File: config.mk
export PLATFORM = sky130hd
export DESIGN_NAME = decoder_pipe
export DESIGN_NICKNAME = d
export VERILOG_FILES = /design/src/rtl/decoder_pipe.sv
export SDC_FILE = /design/constraint.sdc
export NUM_CORES = 1
export LEC_CHECK = 0
export BUFFER_PORTS_ARGS = -buffer_cell sky130_fd_sc_hd__buf_2
export CORE_ASPECT_RATIO = 1.2
export CORE_MARGIN = 3
export CORE_UTILIZATION = 57
export DETAILED_ROUTE_END_ITERATION = 10
export PLACE_DENSITY = 0.78
export SYNTH_ARGS = -nofsm -noshare
export SYNTH_HDL_FRONTEND = slang
export SYNTH_SLANG_ARGS = --single-unit
File: constraint.sdc
create_clock -name clk -period 2.6 [get_ports clk]
set_clock_uncertainty 0.2 [all_clocks]
set_input_delay 0.26 -clock clk [delete_from_list [all_inputs] [get_ports clk]]
set_output_delay 0.26 -clock clk [all_outputs]
set_load 0.05 [all_outputs]
File: src/rtl/decoder_pipe.sv
// RV32I (+ optional RV32M) instruction decoder followed by a 2-entry skid buffer.
// Latency: one cycle. An instruction accepted at edge k is presented in the cycle after k.
// Backpressure: in_ready drops while both entries are full; the head entry holds steady while out_ready is low.
//
// Ports:
//   clk, rst_n           clock, async active-low reset (empties buffer, zeroes outputs)
//   in_valid/in_ready    upstream handshake; instr + pc_in sampled on accept
//   flush                discards all buffered entries, wins over same-edge accept/pop
//   out_valid/out_ready  downstream handshake
//   pc_out, rd, rs1, rs2, *_valid, imm, op, illegal
//                        decoded fields of the head entry, driven straight from flops
module decoder_pipe #(
   parameter int XLEN = 32,
   parameter int EN_M = 0,
   localparam int OPW = 37 + 8 * EN_M
) (
   input  logic            clk,
   input  logic            rst_n,
   input  logic            in_valid,
   output logic            in_ready,
   input  logic [31:0]     instr,
   input  logic [XLEN-1:0] pc_in,
   input  logic            flush,
   output logic            out_valid,
   input  logic            out_ready,
   output logic [XLEN-1:0] pc_out,
   output logic [4:0]      rd,
   output logic [4:0]      rs1,
   output logic [4:0]      rs2,
   output logic            rd_valid,
   output logic            rs1_valid,
   output logic            rs2_valid,
   output logic            imm_valid,
   output logic [XLEN-1:0] imm,
   output logic [OPW-1:0]  op,
   output logic            illegal
);

   // Operation indices into the one-hot op bus.
   localparam logic [5:0] OP_ADD   = 6'd0;
   localparam logic [5:0] OP_SUB   = 6'd1;
   localparam logic [5:0] OP_XOR   = 6'd2;
   localparam logic [5:0] OP_OR    = 6'd3;
   localparam logic [5:0] OP_AND   = 6'd4;
   localparam logic [5:0] OP_SLL   = 6'd5;
   localparam logic [5:0] OP_SRL   = 6'd6;
   localparam logic [5:0] OP_SRA   = 6'd7;
   localparam logic [5:0] OP_SLT   = 6'd8;
   localparam logic [5:0] OP_SLTU  = 6'd9;
   localparam logic [5:0] OP_ADDI  = 6'd10;
   localparam logic [5:0] OP_XORI  = 6'd11;
   localparam logic [5:0] OP_ORI   = 6'd12;
   localparam logic [5:0] OP_ANDI  = 6'd13;
   localparam logic [5:0] OP_SLLI  = 6'd14;
   localparam logic [5:0] OP_SRLI  = 6'd15;
   localparam logic [5:0] OP_SRAI  = 6'd16;
   localparam logic [5:0] OP_SLTI  = 6'd17;
   localparam logic [5:0] OP_SLTIU = 6'd18;
   localparam logic [5:0] OP_LB    = 6'd19;
   localparam logic [5:0] OP_LH    = 6'd20;
   localparam logic [5:0] OP_LW    = 6'd21;
   localparam logic [5:0] OP_LBU   = 6'd22;
   localparam logic [5:0] OP_LHU   = 6'd23;
   localparam logic [5:0] OP_SB    = 6'd24;
   localparam logic [5:0] OP_SH    = 6'd25;
   localparam logic [5:0] OP_SW    = 6'd26;
   localparam logic [5:0] OP_BEQ   = 6'd27;
   localparam logic [5:0] OP_BNE   = 6'd28;
   localparam logic [5:0] OP_BLT   = 6'd29;
   localparam logic [5:0] OP_BGE   = 6'd30;
   localparam logic [5:0] OP_BLTU  = 6'd31;
   localparam logic [5:0] OP_BGEU  = 6'd32;
   localparam logic [5:0] OP_JAL   = 6'd33;
   localparam logic [5:0] OP_JALR  = 6'd34;
   localparam logic [5:0] OP_LUI   = 6'd35;
   localparam logic [5:0] OP_AUIPC = 6'd36;
   localparam logic [5:0] OP_MUL   = 6'd37;   // mul..remu follow in funct3 order
   localparam logic [5:0] OP_NONE  = 6'd63;

   localparam logic [5:0]     OPW6   = 6'(OPW);
   localparam logic [OPW-1:0] OP_ONE = {{(OPW-1){1'b0}}, 1'b1};

   typedef enum logic [2:0] {
      FMT_R,
      FMT_I,
      FMT_S,
      FMT_B,
      FMT_U,
      FMT_J
   } fmt_t;

   typedef struct packed {
      logic [XLEN-1:0] pc;
      logic [4:0]      rd;
      logic [4:0]      rs1;
      logic [4:0]      rs2;
      logic            rd_valid;
      logic            rs1_valid;
      logic            rs2_valid;
      logic            imm_valid;
      logic [XLEN-1:0] imm;
      logic [OPW-1:0]  op;
      logic            illegal;
   } entry_t;

   logic [6:0]  w_opc;
   logic [2:0]  w_f3;
   logic [6:0]  w_f7;
   logic [5:0]  w_opidx;
   fmt_t        w_fmt;
   logic        w_legal;
   logic [31:0] w_imm32;
   entry_t      w_dec;

   assign w_opc = instr[6:0];
   assign w_f3  = instr[14:12];
   assign w_f7  = instr[31:25];

   // Operation select: anything that falls through leaves OP_NONE, which is
   // what makes an encoding illegal.
   always_comb begin
      w_opidx = OP_NONE;
      w_fmt   = FMT_R;
      case (w_opc)
         7'b0110011: begin
            w_fmt = FMT_R;
            case (w_f7)
               7'h00: begin
                  case (w_f3)
                     3'd0:    w_opidx = OP_ADD;
                     3'd1:    w_opidx = OP_SLL;
                     3'd2:    w_opidx = OP_SLT;
                     3'd3:    w_opidx = OP_SLTU;
                     3'd4:    w_opidx = OP_XOR;
                     3'd5:    w_opidx = OP_SRL;
                     3'd6:    w_opidx = OP_OR;
                     default: w_opidx = OP_AND;
                  endcase
               end
               7'h20: begin
                  if (w_f3 == 3'd0) w_opidx = OP_SUB;
                  else if (w_f3 == 3'd5) w_opidx = OP_SRA;
               end
               7'h01: begin
                  if (EN_M != 0) w_opidx = OP_MUL + {3'b000, w_f3};
               end
               default: ;
            endcase
         end
         7'b0010011: begin
            w_fmt = FMT_I;
            case (w_f3)
               3'd0: w_opidx = OP_ADDI;
               3'd1: if (w_f7 == 7'h00) w_opidx = OP_SLLI;
               3'd2: w_opidx = OP_SLTI;
               3'd3: w_opidx = OP_SLTIU;
               3'd4: w_opidx = OP_XORI;
               3'd5: begin
                  if (w_f7 == 7'h00) w_opidx = OP_SRLI;
                  else if (w_f7 == 7'h20) w_opidx = OP_SRAI;
               end
               3'd6:    w_opidx = OP_ORI;
               default: w_opidx = OP_ANDI;
            endcase
         end
         7'b0000011: begin
            w_fmt = FMT_I;
            case (w_f3)
               3'd0:    w_opidx = OP_LB;
               3'd1:    w_opidx = OP_LH;
               3'd2:    w_opidx = OP_LW;
               3'd4:    w_opidx = OP_LBU;
               3'd5:    w_opidx = OP_LHU;
               default: ;
            endcase
         end
         7'b1100111: begin
            w_fmt = FMT_I;
            if (w_f3 == 3'd0) w_opidx = OP_JALR;
         end
         7'b0100011: begin
            w_fmt = FMT_S;
            case (w_f3)
               3'd0:    w_opidx = OP_SB;
               3'd1:    w_opidx = OP_SH;
               3'd2:    w_opidx = OP_SW;
               default: ;
            endcase
         end
         7'b1100011: begin
            w_fmt = FMT_B;
            case (w_f3)
               3'd0:    w_opidx = OP_BEQ;
               3'd1:    w_opidx = OP_BNE;
               3'd4:    w_opidx = OP_BLT;
               3'd5:    w_opidx = OP_BGE;
               3'd6:    w_opidx = OP_BLTU;
               3'd7:    w_opidx = OP_BGEU;
               default: ;
            endcase
         end
         7'b0110111: begin
            w_fmt   = FMT_U;
            w_opidx = OP_LUI;
         end
         7'b0010111: begin
            w_fmt   = FMT_U;
            w_opidx = OP_AUIPC;
         end
         7'b1101111: begin
            w_fmt   = FMT_J;
            w_opidx = OP_JAL;
         end
         default: ;
      endcase
   end

   assign w_legal = (w_opidx < OPW6);

   // Raw 32-bit immediate per format; widened to XLEN by sign extension below.
   always_comb begin
      w_imm32 = 32'd0;
      case (w_fmt)
         FMT_I:   w_imm32 = {{20{instr[31]}}, instr[31:20]};
         FMT_S:   w_imm32 = {{20{instr[31]}}, instr[31:25], instr[11:7]};
         FMT_B:   w_imm32 = {{19{instr[31]}}, instr[31], instr[7], instr[30:25], instr[11:8], 1'b0};
         FMT_U:   w_imm32 = {instr[31:12], 12'd0};
         FMT_J:   w_imm32 = {{11{instr[31]}}, instr[31], instr[19:12], instr[20], instr[30:21], 1'b0};
         default: w_imm32 = 32'd0;
      endcase
   end

   always_comb begin
      w_dec           = '0;
      w_dec.pc        = pc_in;
      w_dec.rd        = instr[11:7];
      w_dec.rs1       = instr[19:15];
      w_dec.rs2       = instr[24:20];
      w_dec.illegal   = !w_legal;
      w_dec.op        = w_legal ? (OP_ONE << w_opidx) : '0;
      w_dec.rd_valid  = w_legal && (w_fmt inside {FMT_R, FMT_I, FMT_U, FMT_J});
      w_dec.rs1_valid = w_legal && (w_fmt inside {FMT_R, FMT_I, FMT_S, FMT_B});
      w_dec.rs2_valid = w_legal && (w_fmt inside {FMT_R, FMT_S, FMT_B});
      w_dec.imm_valid = w_legal && (w_fmt != FMT_R);
      w_dec.imm       = (w_legal && (w_fmt != FMT_R)) ? XLEN'(signed'(w_imm32)) : '0;
   end

   // Skid buffer: r_head is always the presented entry, r_tail the one behind it.
   logic [1:0] r_cnt;
   entry_t     r_head;
   entry_t     r_tail;
   logic       w_push;
   logic       w_pop;

   // in_ready is forced low while reset is asserted, and rises as soon as it releases.
   assign in_ready  = rst_n && (r_cnt != 2'd2);
   assign out_valid = (r_cnt != 2'd0);
   assign w_push    = in_valid && in_ready;
   assign w_pop     = out_valid && out_ready;

   always_ff @(posedge clk or negedge rst_n) begin
      if (!rst_n) begin
         r_cnt  <= 2'd0;
         r_head <= '0;
         r_tail <= '0;
      end else if (flush) begin
         r_cnt <= 2'd0;
      end else begin
         case ({w_push, w_pop})
            2'b10: begin
               if (r_cnt == 2'd0) r_head <= w_dec;
               else r_tail <= w_dec;
               r_cnt <= r_cnt + 2'd1;
            end
            2'b01: begin
               r_head <= r_tail;
               r_cnt  <= r_cnt - 2'd1;
            end
            // Push and pop together only happens with exactly one entry
            // (push needs room, pop needs an entry), so the new one becomes head.
            2'b11:   r_head <= w_dec;
            default: ;
         endcase
      end
   end

   assign pc_out    = r_head.pc;
   assign rd        = r_head.rd;
   assign rs1       = r_head.rs1;
   assign rs2       = r_head.rs2;
   assign rd_valid  = r_head.rd_valid;
   assign rs1_valid = r_head.rs1_valid;
   assign rs2_valid = r_head.rs2_valid;
   assign imm_valid = r_head.imm_valid;
   assign imm       = r_head.imm;
   assign op        = r_head.op;
   assign illegal   = r_head.illegal;

endmodule

After elaboration in Yosys (flattened, before gate mapping)

Cells that the tools add are included.

ROM bits: 0
Memories: 0
Output and inout port bits: 123
Logic and storage cells: 100
RAM bits: 0
Register bits: 244
Latch bits: 0

Equality and inequality tests: 27
Shift operators: 1
Bitwise logic cells: 2
Divide/modulo/power cells: 0
$add $sub $neg: 2
Mux-type cells: 21
$lt $le $gt $ge: 1
$mul: 0
Reductions and logical operators: 23

Operators by type and width:

| kind                                                | count |
|---|---|
| one-hot mux 121 bit (3 select lines)                | 1 |
| one-hot mux 32 bit (5 select lines)                 | 1 |
| two-way mux 121 bit                                 | 1 |
| one-hot mux 6 bit (9 select lines)                  | 1 |
| one-hot mux 6 bit (7 select lines)                  | 1 |
| two-way mux 37 bit                                  | 1 |
| left shift 1 x 6 -> 37 bit, first input constant    | 1 |
| one-hot mux 6 bit (6 select lines)                  | 1 |
| two-way mux 32 bit                                  | 1 |
| two-way mux 6 bit                                   | 5 |
| one-hot mux 6 bit (5 select lines)                  | 1 |
| equality test 7 x 6 -> 1 bit, second input constant | 4 |
| one-hot mux 4 bit (7 select lines)                  | 1 |
| equality test 7 bit, second input constant          | 3 |
| equality test 3 bit, second input constant          | 6 |
| one-hot mux 6 bit (3 select lines)                  | 1 |
| one-hot mux 3 bit (5 select lines)                  | 1 |
| equality test 7 x 5 -> 1 bit, second input constant | 2 |
| equality test 3 x 2 -> 1 bit, second input constant | 4 |
| one-hot mux 6 bit (2 select lines)                  | 1 |
| nonzero test 3 bit                                  | 4 |
| nonzero test 4 bit                                  | 2 |
| equality test 7 x 2 -> 1 bit, second input constant | 1 |
| logical AND 1 bit                                   | 7 |
| other kinds (19)                                    | 25 |

Longest topological paths before layout

Gate-level depths: netlist of run 1.

Depth after elaboration: 10
Mapped depth: 12
Mapped depth without buffers: 7

Worst setup path before layout of run 1

No wires, ideal clock.

Path type: input port to flip-flop
Start: input instr[26]
End: register r_tail[38] (netlist name)
Cell stages on the path: 11
Path slack: -0.186 ns
Arrival: 2.521 ns
Buffers on the path: 4
Path through: or4_1 -> buf_2 -> a2111oi_4 -> o32ai_1 -> or4_4 -> a21bo_4 -> buf_6 -> and2_4 -> buf_6 -> buf_8 -> a22o_1

Cells in the longest elaborated chain, start to end: 8
Elaborated cells on any way between the ends: 11
Those cells by class: order compare (1); eq/ne (1); mux (7); reduce/logical (2)

Ends and longest elaborated chain:

| element                                | line     | text |
|---|---|---|
| start, declared                        | 21       | `input logic [31:0] instr,` |
| equality test 7 x 6 -> 1 bit           | 127, 160 |  |
| two-way mux 6 bit                      | 160      | `else if (w_f7 == 7'h20) w_opidx = OP_SRAI;` |
| two-way mux 6 bit                      | 159      | `if (w_f7 == 7'h00) w_opidx = OP_SRLI;` |
| one-hot mux 6 bit (7 select lines)     | 152      | `case (w_f3)` |
| one-hot mux 6 bit (9 select lines) (*) | 124      | `case (w_opc)` |
| < comparator 6 bit (*)                 | 218      | `assign w_legal = (w_opidx < OPW6);` |
| logical AND 1 bit (*)                  | 245      | `w_dec.imm = (w_legal && (w_fmt != FMT_R)) ? XLEN'(signed'(w_imm32)) : '0;` |
| two-way mux 32 bit (*)                 | 245      |  |
| end signal, assigned                   | 272      | `else r_tail <= w_dec;` |
| end, declared                          | 251      | `entry_t r_tail;` |

Every way passes the cells marked *; elsewhere a longest branch is shown, timed or not.
A chain may end at the register's enable or synchronous reset.

Worst setup path after layout of run 1

Start: input instr[26]
End: register r_head, in the netlist op[9]

Cells in the longest elaborated chain, start to end: 9
Elaborated cells on any way between the ends: 13
Those cells by class: order compare (1); eq/ne (1); shift (1); mux (9); reduce/logical (1)

Ends and longest elaborated chain:

| element                                                                 | line     | text |
|---|---|---|
| equality test 7 x 6 -> 1 bit                                            | 127, 160 |  |
| two-way mux 6 bit                                                       | 160      |  |
| two-way mux 6 bit                                                       | 159      |  |
| one-hot mux 6 bit (7 select lines)                                      | 152      |  |
| one-hot mux 6 bit (9 select lines) (*)                                  | 124      |  |
| < comparator 6 bit / left shift 1 x 6 -> 37 bit (equally long branches) | 218, 240 |  |
| two-way mux 37 bit (*)                                                  | 240      | `w_dec.op = w_legal ? (OP_ONE << w_opidx) : '0;` |
| two-way mux 121 bit                                                     | 271      | `if (r_cnt == 2'd0) r_head <= w_dec;` |
| one-hot mux 121 bit (3 select lines) (*)                                | 269      | `case ({w_push, w_pop})` |
| end signal, assigned                                                    | 271      |  |
| end signal, assigned                                                    | 276      | `r_head <= r_tail;` |
| end signal, assigned                                                    | 281      | `2'b11: r_head <= w_dec;` |
| end, declared                                                           | 250      | `entry_t r_head;` |

Every way passes the cells marked *; elsewhere a longest branch is shown, timed or not. The select of a mux whose other input is x is not followed.

==> Flow_metrics.wiki, run 1 <==
{| class="wikitable"
! Metric !! Value
|-
| Result of the run || completed
|-
| Clock net sink count || 244
|-
| Type of the setup path with the least slack || in2reg
|-
| IO Count || 192
|-
| Die height || between 150 and 200 µm
|-
| Final sum of negative setup slack || 0 ns
|-
| Vias || ~11000
|-
| Final setup violation count || 0
|-
| Achievable frequency || 399.4 MHz
|-
| Area of the multi-input gates || 0.004873 mm²
|-
| Remaining antenna violation count after routing || 0
|-
| Total overflow reported by the global router || 0
|-
| Final Hold Viols || 0
|-
| Fraction of final layout cells with drive strength greater than 1 || between 20% and 30%
|-
| Synth Register Bits || between 200 and 250
|-
| Final weighted congestion in routability-driven placement || 0.9788
|-
| Met2 usage || 53.14%
|-
| Number of nets in the synthesized netlist || between 1000 and 1500
|-
| Placed wire-length estimate after detailed placement || 22.40 mm
|-
| Synthesized area per cell || 8.920 µm²
|-
| Slew at the pin closest to its max-slew limit || 1.066 ns
|-
| Syn-to-layout area delta || 28.71%
|-
| Deepest clock path buffer count || 3
|-
| Syn Std Cell Area || around 0.011 mm²
|-
| Busiest layer in global routing || met2
|-
| Nets || 1624
|-
| Detailed Route WL || 34.57 mm
|-
| Std-Cell Rows || 55
|-
| Yosys warning total || 0
|-
| Worst Setup Start Kind || input port
|-
| Remaining max-slew budget at the tightest pin || approximately 29%
|-
| Number of buffers added for setup after CTS || 0
|-
| Via count of the first global-routing pass || between 10000 and 15000
|-
| Pwr per Cell Area || 697.1 mW/mm²
|-
| Count of filler cells inserted in the layout || 1333
|-
| Setup repair after global routing missed its margin || no
|-
| Quantity of I/O buffers inserted on ports || around 190
|-
| Leak pwr || ~7.2 nW
|-
| Most instantiated flip-flop cell in the synthesis netlist || sky130_fd_sc_hd__dfrtp_1
|-
| GR Layer Usage met3 || 6.203%
|-
| Reg-to-Reg End || pc_out[17]
|-
| Global Route Usage Sum || 31.94%
|-
| Number of enable flip-flop cells after synthesis || 0
|-
| Met1 global-route usage || 41.88%
|-
| Share of the clock period used by the worst path after layout || a little over nine tenths
|-
| Clk_lat worst skew || 0.52 ns
|-
| Hold slack || 0.02289 ns
|-
| Worst-case register-to-register setup slack || 0.14 ns
|-
| Launch point of the worst reg-to-reg path || r_cnt[0]
|-
| Commonest non-fill, non-tap cells in the layout || 317 x sky130_fd_sc_hd__nand2_1, 244 x sky130_fd_sc_hd__dfrtp_1, 190 x sky130_fd_sc_hd__buf_2, 104 x sky130_fd_sc_hd__nor2_1, 101 x sky130_fd_sc_hd__a21oi_1
|-
| Detailed-route DRC error count || 0
|-
| Area inside the core boundary || 0.01920 mm²
|-
| Crit path DAT || 2.73 ns
|-
| Die width || 134.7 µm
|-
| Clock tree root driver cell || sky130_fd_sc_hd__clkbuf_16
|-
| Number of diodes || 0
|-
| Kind of end point of the critical path || register
|-
| WL per Instance || between 15 and 20 µm
|-
| Maximum level of the CTS H-tree || 1
|-
| Number of antenna violations at the first check in global routing || 0
|-
| Register-to-Register Path Depth || 8
|-
| CP Data Required Time || 2.83 ns
|-
| Synthesized instance count || ~1300
|-
| Asr flop ratio synth || 100.0%
|-
| Total iterations of the first detailed-routing run || 6
|-
| Hold Crit Depth || 3
|-
| Detail-routed via count per cell || 5.957
|-
| Worst Hold Launch || instr[29]
|-
| Maximum vdd ir drop || 0.6669 mV
|-
| Crit path time final || ~2.5 ns
|-
| Largest net degree at the start of global routing || 147
|-
| Seq. cell area || 0.006106 mm²
|-
| Number of buffers inserted during clock tree synthesis || 24
|-
| CP Max Fanout || 6
|-
| Total power consumption of the routed design || between 10 and 15 mW
|-
| Iteration-0 DRC Markers || 919
|-
| Most common cell after layout, fill and taps aside || sky130_fd_sc_hd__nand2_1
|-
| Distinct cell type count of the synthesized netlist || 77
|-
| Path type of the worst min-delay path || in2reg
|-
| Clock tree from TritonCTS || yes
|-
| Global-route wire length before repair || 56.67 mm
|-
| Clock transition time at the flip-flop clock pins of the worst setup and hold paths || 0.06 ns
|-
| Max-cap check violation count || 0
|-
| Initial core utilization || 59.00%
|-
| Hold Path End || imm[9]
|-
| Proportion of synthesized chip area in sequential cells || 53.90%
|-
| Slew Viols, Final || 0
|-
| Die Footprint || about 0.022 mm²
|}
-- registers in the layout, indices dropped and copies added, names as in the netlist --
signal     cells
rd             5
rs2_valid      1
imm           32
r_tail       121
rs1            5
pc_out        32
imm_valid      1
rd_valid       1
rs2            5
r_cnt          2
illegal        1
rs1_valid      1
op            37
-- power by group --
part	internal, mW	total [mW]	switching (mW)
Clock	1.91	3.36	1.44
Sequential	4.19	4.42	0.232
Combinational	0.636	2.38	1.75
Total	6.74	10.2	3.43
-- worst max-delay path by stage --
| stage | startpoint | end | slack (ns) | cells after the start |
|---|---|---|---|---|
| 3_5_place_dp | instr[26] | r_tail[30] | -0.47 | 8 |
| 2_1_floorplan | instr[26] | r_tail[38] | -0.16 | 11 |
| 4_1_cts | instr[26] | r_tail[30] | 0.05 | 8 |
| 5_1_grt | instr[26] | op[32] | 0.006 | 9 |
| 3_3_place_gp | instr[26] | r_tail[30] | -0.40 | 8 |
| 6_report | instr[26] | op[9] | 0.1 | 9 |
-- cell usage after synthesis (4+ instances only) --
master | number | area share [%]
sky130_fd_sc_hd__nand2_1 | 318 | 11
sky130_fd_sc_hd__dfrtp_1 | 244 | 54
sky130_fd_sc_hd__nor2_1 | 106 | 3.5
sky130_fd_sc_hd__a21oi_1 | 101 | 4.5
sky130_fd_sc_hd__clkbuf_1 | 83 | 2.8
sky130_fd_sc_hd__o21ai_0 | 78 | 3.4
sky130_fd_sc_hd__and3_1 | 54 | 3.0
sky130_fd_sc_hd__a31oi_1 | 51 | 2.8
sky130_fd_sc_hd__nand3_1 | 28 | 1.2
sky130_fd_sc_hd__a22o_1 | 18 | 1.4
sky130_fd_sc_hd__o31ai_1 | 12 | 0.80
sky130_fd_sc_hd__nor3_1 | 11 | 0.49
sky130_fd_sc_hd__a21o_1 | 9 | 0.60
sky130_fd_sc_hd__nand2b_1 | 9 | 0.50
sky130_fd_sc_hd__a32o_1 | 8 | 0.71
sky130_fd_sc_hd__buf_2 | 8 | 0.35
sky130_fd_sc_hd__nor2b_1 | 8 | 0.44
sky130_fd_sc_hd__or3_1 | 8 | 0.44
sky130_fd_sc_hd__a221o_1 | 7 | 0.62
sky130_fd_sc_hd__inv_1 | 7 | 0.23
sky130_fd_sc_hd__o21ai_1 | 7 | 0.31
sky130_fd_sc_hd__a221oi_1 | 6 | 0.46
sky130_fd_sc_hd__nand4_1 | 6 | 0.33
sky130_fd_sc_hd__nor4_1 | 5 | 0.28
sky130_fd_sc_hd__or2_2 | 5 | 0.28
sky130_fd_sc_hd__a32oi_1 | 4 | 0.31
sky130_fd_sc_hd__o21a_1 | 4 | 0.27
sky130_fd_sc_hd__o32ai_1 | 4 | 0.31
-- kinds of logic after synthesis --
group                     count (synthesis)  synth area share [%]
buffers and inverters                   105                 3.833
xor gates and xnor gates                  3                0.2320
and+or+nand+nor                         579                 22.83
DFF                                     244                 53.90
AOI/OAI and AO/OA                       339                 19.21
-- what timing repair did --
action / in CTS / in global routing
setup endpoints to repair: 0 / 18
endpoints found under the hold margin: 371 / 0
gates resized for setup: 0 / 5
hold buffers: 56 / 0
-- through the flow --
step	setup slack [ns]	area [µm²]	instances	utilization (%)
detailed placement	-0.4719	13250	1729	68.99
CTS	0.05137	14560	1827	75.85
finish	0.09603	14580	1827	75.94
global placement	-0.3956	13250	1729	68.99
global route	0.005778	14580	1827	75.94
floorplan	-0.1649	11390	1270	-
-- layout make-up --
| type | count | area share (%) |
|---|---|---|
| timing repair buffer | 356 | 17.11 |
| sequential | 244 | 41.88 |
| multi-input combinational | 921 | 33.42 |
| tap | 256 | 2.197 |
| clock inverter | 9 | 0.5578 |
| inverter | 8 | 0.2060 |
| clock buffer | 33 | 4.625 |
-- critical path, stage by stage --
cell and delay, ns:
sky130_fd_sc_hd__buf_2 0.10, sky130_fd_sc_hd__or4_4 0.61, sky130_fd_sc_hd__nor3_4 0.28, sky130_fd_sc_hd__buf_4 0.16, sky130_fd_sc_hd__o221a_2 0.18, sky130_fd_sc_hd__o32ai_1 0.09, sky130_fd_sc_hd__or3_1 0.42, sky130_fd_sc_hd__or3_4 0.44
sky130_fd_sc_hd__o31ai_2 0.19
-- per-layer routing --
layer / up-vias / wire length [µm]
li1: 4992 / -
met3: 95 / 2622
met1: 5307 / 13750
met4: 0 / 1224
met2: 489 / 16970
met5: - / 0
Note: power is estimated with default switching activity, not from simulation.
==> inputs of run 2 (changes only) <==
--- a/config.mk
+++ b/config.mk
@@ -7,10 +7,10 @@
 export LEC_CHECK = 0
 export BUFFER_PORTS_ARGS = -buffer_cell sky130_fd_sc_hd__buf_2
 export CORE_ASPECT_RATIO = 1.2
-export CORE_MARGIN = 3
-export CORE_UTILIZATION = 57
+export CORE_MARGIN = 5
+export CORE_UTILIZATION = 50
 export DETAILED_ROUTE_END_ITERATION = 10
-export PLACE_DENSITY = 0.78
+export PLACE_DENSITY = 0.69
 export SYNTH_ARGS = -nofsm -noshare
 export SYNTH_HDL_FRONTEND = slang
 export SYNTH_SLANG_ARGS = --single-unit
==> Flow_metrics.wiki, run 2 (synthesis gave the netlist of run 1 again) <==
{| class="wikitable"
! Metric !! Value
|-
| Result of the run || completed
|-
| Power Internal || 7.055 mW (+4.7%)
|-
| Top cell by count, worst path || sky130_fd_sc_hd__buf_4
|-
| Maximum level of the CTS H-tree || 1 (unchanged)
|-
| Path type of the worst min-delay path || in2reg
|-
| Achievable frequency || 401.9 MHz (+0.64%)
|-
| Final setup violation count || 0 (unchanged)
|-
| Cells traversed along the worst timing path || buf_2 > or4_4 > buf_4 > o21ai_1 > a31oi_1 > buf_4 > nor4b_2 > a21bo_4 > nand3_1 > buf_4 > o21ai_0
|-
| Leak pwr || 7.453 nW (+3.3%)
|-
| Clock tree root driver cell || sky130_fd_sc_hd__clkbuf_16
|-
| Met1 global-route usage || 35.68% (-6.2 points)
|-
| Switching power || 3.514 mW (+2.6%)
|-
| Initial core utilization || 50.64% (-8.4 points)
|-
| Worst setup slack after placement || -0.4777 ns (-0.005856 ns)
|-
| Vias || 10750 (-1.2%)
|-
| End-of-flow core utilization || 67.22% (-8.7 points)
|-
| Die width || 147.4 µm (+9.4%)
|-
| Source of the critical timing path || instr[26]
|-
| Relative contribution of the clock network to total power || 35.5% (+2.5 points)
|-
| Slew at the pin closest to its max-slew limit || 0.9263 ns (-0.1395 ns)
|-
| Worst Setup Start Kind || input port
|-
| Final Hold Viols || 0 (unchanged)
|-
| Syn-to-layout area delta || 32.75%
|-
| Number of buffers inserted during clock tree synthesis || 25 (+4.2%)
|-
| Detailed Route WL || 35.12 mm (+1.6%)
|-
| Reg-to-Reg End || pc_out[19]
|-
| Clk_lat worst skew || 0.54 ns (+0.02 ns)
|-
| Register-to-Register Path Depth || 8 (unchanged)
|-
| Switching power share of the total || 33.24% (-0.46 points)
|-
| Die height || 174.9 µm (+9.0%)
|-
| Hold slack || 0.01744 ns (-0.005450 ns)
|-
| Design area || 0.01504 mm² (+3.1%)
|-
| Most common cell after layout, fill and taps aside || sky130_fd_sc_hd__nand2_1
|-
| Number of placed instances, taps included || 1789 (+3.5%)
|-
| Detail-routed via count per cell || 5.678 (-4.7%)
|-
| Global-route wire length before repair || 57.59 mm (+1.6%)
|-
| Clock transition time at the flip-flop clock pins of the worst setup and hold paths || 0.06 ns (about the same)
|-
| Total iterations of the first detailed-routing run || 5 (-1)
|-
| Busiest layer in global routing || met2
|-
| Sequential group share of total power || 41.7% (-1.8 points)
|-
| Final weighted congestion in routability-driven placement || 0.9356 (-4.4%)
|-
| Nets || 1664 (+2.5%)
|-
| Maximum vdd ir drop || 0.6133 mV (-8.0%)
|-
| Kind of end point of the critical path || register
|-
| Detailed-route DRC error count || 0 (unchanged)
|-
| Quantity of I/O buffers inserted on ports || 191 (unchanged)
|-
| CP Data Required Time || 2.84 ns (about the same)
|-
| Remaining max-slew budget at the tightest pin || 38.25% (+9.3 points)
|-
| Post-layout instance count excluding filler cells || 1893 (+3.6%)
|-
| Slew Viols, Final || 0 (unchanged)
|-
| IO Count || 192 (unchanged)
|-
| Critical path capture point || imm[25]
|-
| Launch point of the worst reg-to-reg path || r_cnt[0]
|-
| Pwr per Cell Area || 702.8 mW/mm² (+0.82%)
|-
| Crit path DAT || 2.73 ns (about the same)
|-
| Crit path largest cell delay || 0.60 ns (about the same)
|-
| Register containing the most flip-flops in the final layout || r_tail
|-
| Number of diodes || 0 (unchanged)
|-
| Gate power share || 22.8% (-0.7 points)
|-
| Die Footprint || 0.02578 mm² (+19%)
|-
| Placed Area || 0.01357 mm² (+2.4%)
|-
| Final sum of negative setup slack || 0 ns (unchanged)
|-
| Crit-path slowest cell || sky130_fd_sc_hd__or4_4
|-
| Commonest non-fill, non-tap cells in the layout || 318 x sky130_fd_sc_hd__nand2_1, 244 x sky130_fd_sc_hd__dfrtp_1, 190 x sky130_fd_sc_hd__buf_2, 134 x sky130_fd_sc_hd__buf_4, 104 x sky130_fd_sc_hd__nor2_1
|-
| Crit path time final || 2.488 ns (-0.01591 ns)
|-
| Via count of the first global-routing pass || 10760 (-1.3%)
|-
| Remaining antenna violation count after routing || 0 (unchanged)
|-
| Clock net sink count || 244 (unchanged)
|-
| Area inside the core boundary || 0.02237 mm² (+17%)
|-
| Global Route Usage Sum || 27.25% (-4.7 points)
|-
| Fraction of final layout cells with drive strength greater than 1 || 26.27% (+2.1 points)
|-
| WL per Instance || 18.55 µm (-1.9%)
|-
| Number of antenna violations at the first check in global routing || 0 (unchanged)
|-
| Share of the clock period used by the worst path after layout || 95.69% (-0.61 points)
|-
| Std-Cell Rows || 60 (+9.1%)
|-
| Worst-case register-to-register setup slack || 0.30 ns (+0.16 ns)
|-
| Number of flip-flops in the largest register || 121 (unchanged)
|-
| Total overflow reported by the global router || 0 (unchanged)
|-
| Worst setup margin || 0.1119 ns (+0.01591 ns)
|-
| Met2 usage || 46.39% (-6.8 points)
|-
| GR Layer Usage met3 || 5.032% (-1.2 points)
|-
| Largest net degree at the start of global routing || 108 (-27%)
|-
| Type of the setup path with the least slack || in2reg
|-
| Deepest clock path buffer count || 3 (unchanged)
|-
| Worst Hold Launch || in_valid
|-
| Total power consumption of the routed design || 10.57 mW (+4.0%)
|-
| Iteration-0 DRC Markers || 884 (-3.8%)
|-
| Placed wire-length estimate after detailed placement || 23.58 mm (+5.3%)
|-
| CP Max Fanout || 11 (+5)
|-
| Max-cap check violation count || 0 (unchanged)
|-
| Clock tree from TritonCTS || yes
|}
run 2: area by class of cell:
type / instances / area, µm²
clock buffer: 33 / 695.7
clock inverter: 13 / 163.9
fill: 1858 / 7333
inverter: 8 / 30.03
multi-input combinational: 921 / 4891
sequential: 244 / 6106
tap: 279 / 349.1
timing repair buffer: 395 / 2803
run 2: per-layer routing:
| metal | vias to the layer above | routed length, µm |
|---|---|---|
| li1 | 5085 | - |
| met1 | 5220 | 13960 |
| met2 | 367 | 17710 |
| met3 | 77 | 2459 |
| met4 | 0 | 999 |
| met5 | - | 0 |
run 2: worst max-delay path, delay by kind of cell:
kind,cells,cell delay [ns]
AND/OR/NAND/NOR,3,1.02
buffers and inverters,4,0.64
AO/OA/AOI/OAI,4,0.81
run 2: power groups by stage:
stage               Clock (mW)  Sequential (mW)  Combinational, mW
floorplan                    0             5.38              0.608
global placement             0             4.46               2.32
detailed placement           0             4.47               2.35
CTS                       3.81             4.40               2.42
global route              3.98             4.46               2.60
finish                    3.75             4.41               2.41
run 2: how the worst min path moves through the flow:
stage,endpoint,slack [ns],cells after the start
final,r_cnt[1],0.02,5
after global routing,r_cnt[1],0.04,5
after CTS,r_cnt[1],0.009,5
after detailed placement,r_cnt[0],-0.15,1
after global placement,r_cnt[0],-0.15,1
after floorplan,illegal,-0.24,0
run 2: repair_timing:
action                                  in CTS  in global routing
endpoints found under the hold margin      199                  0
hold buffers                                57                  0
resized for setup                            0                  7
endpoints found under the setup margin       0                 34
setup buffers                                0                  1
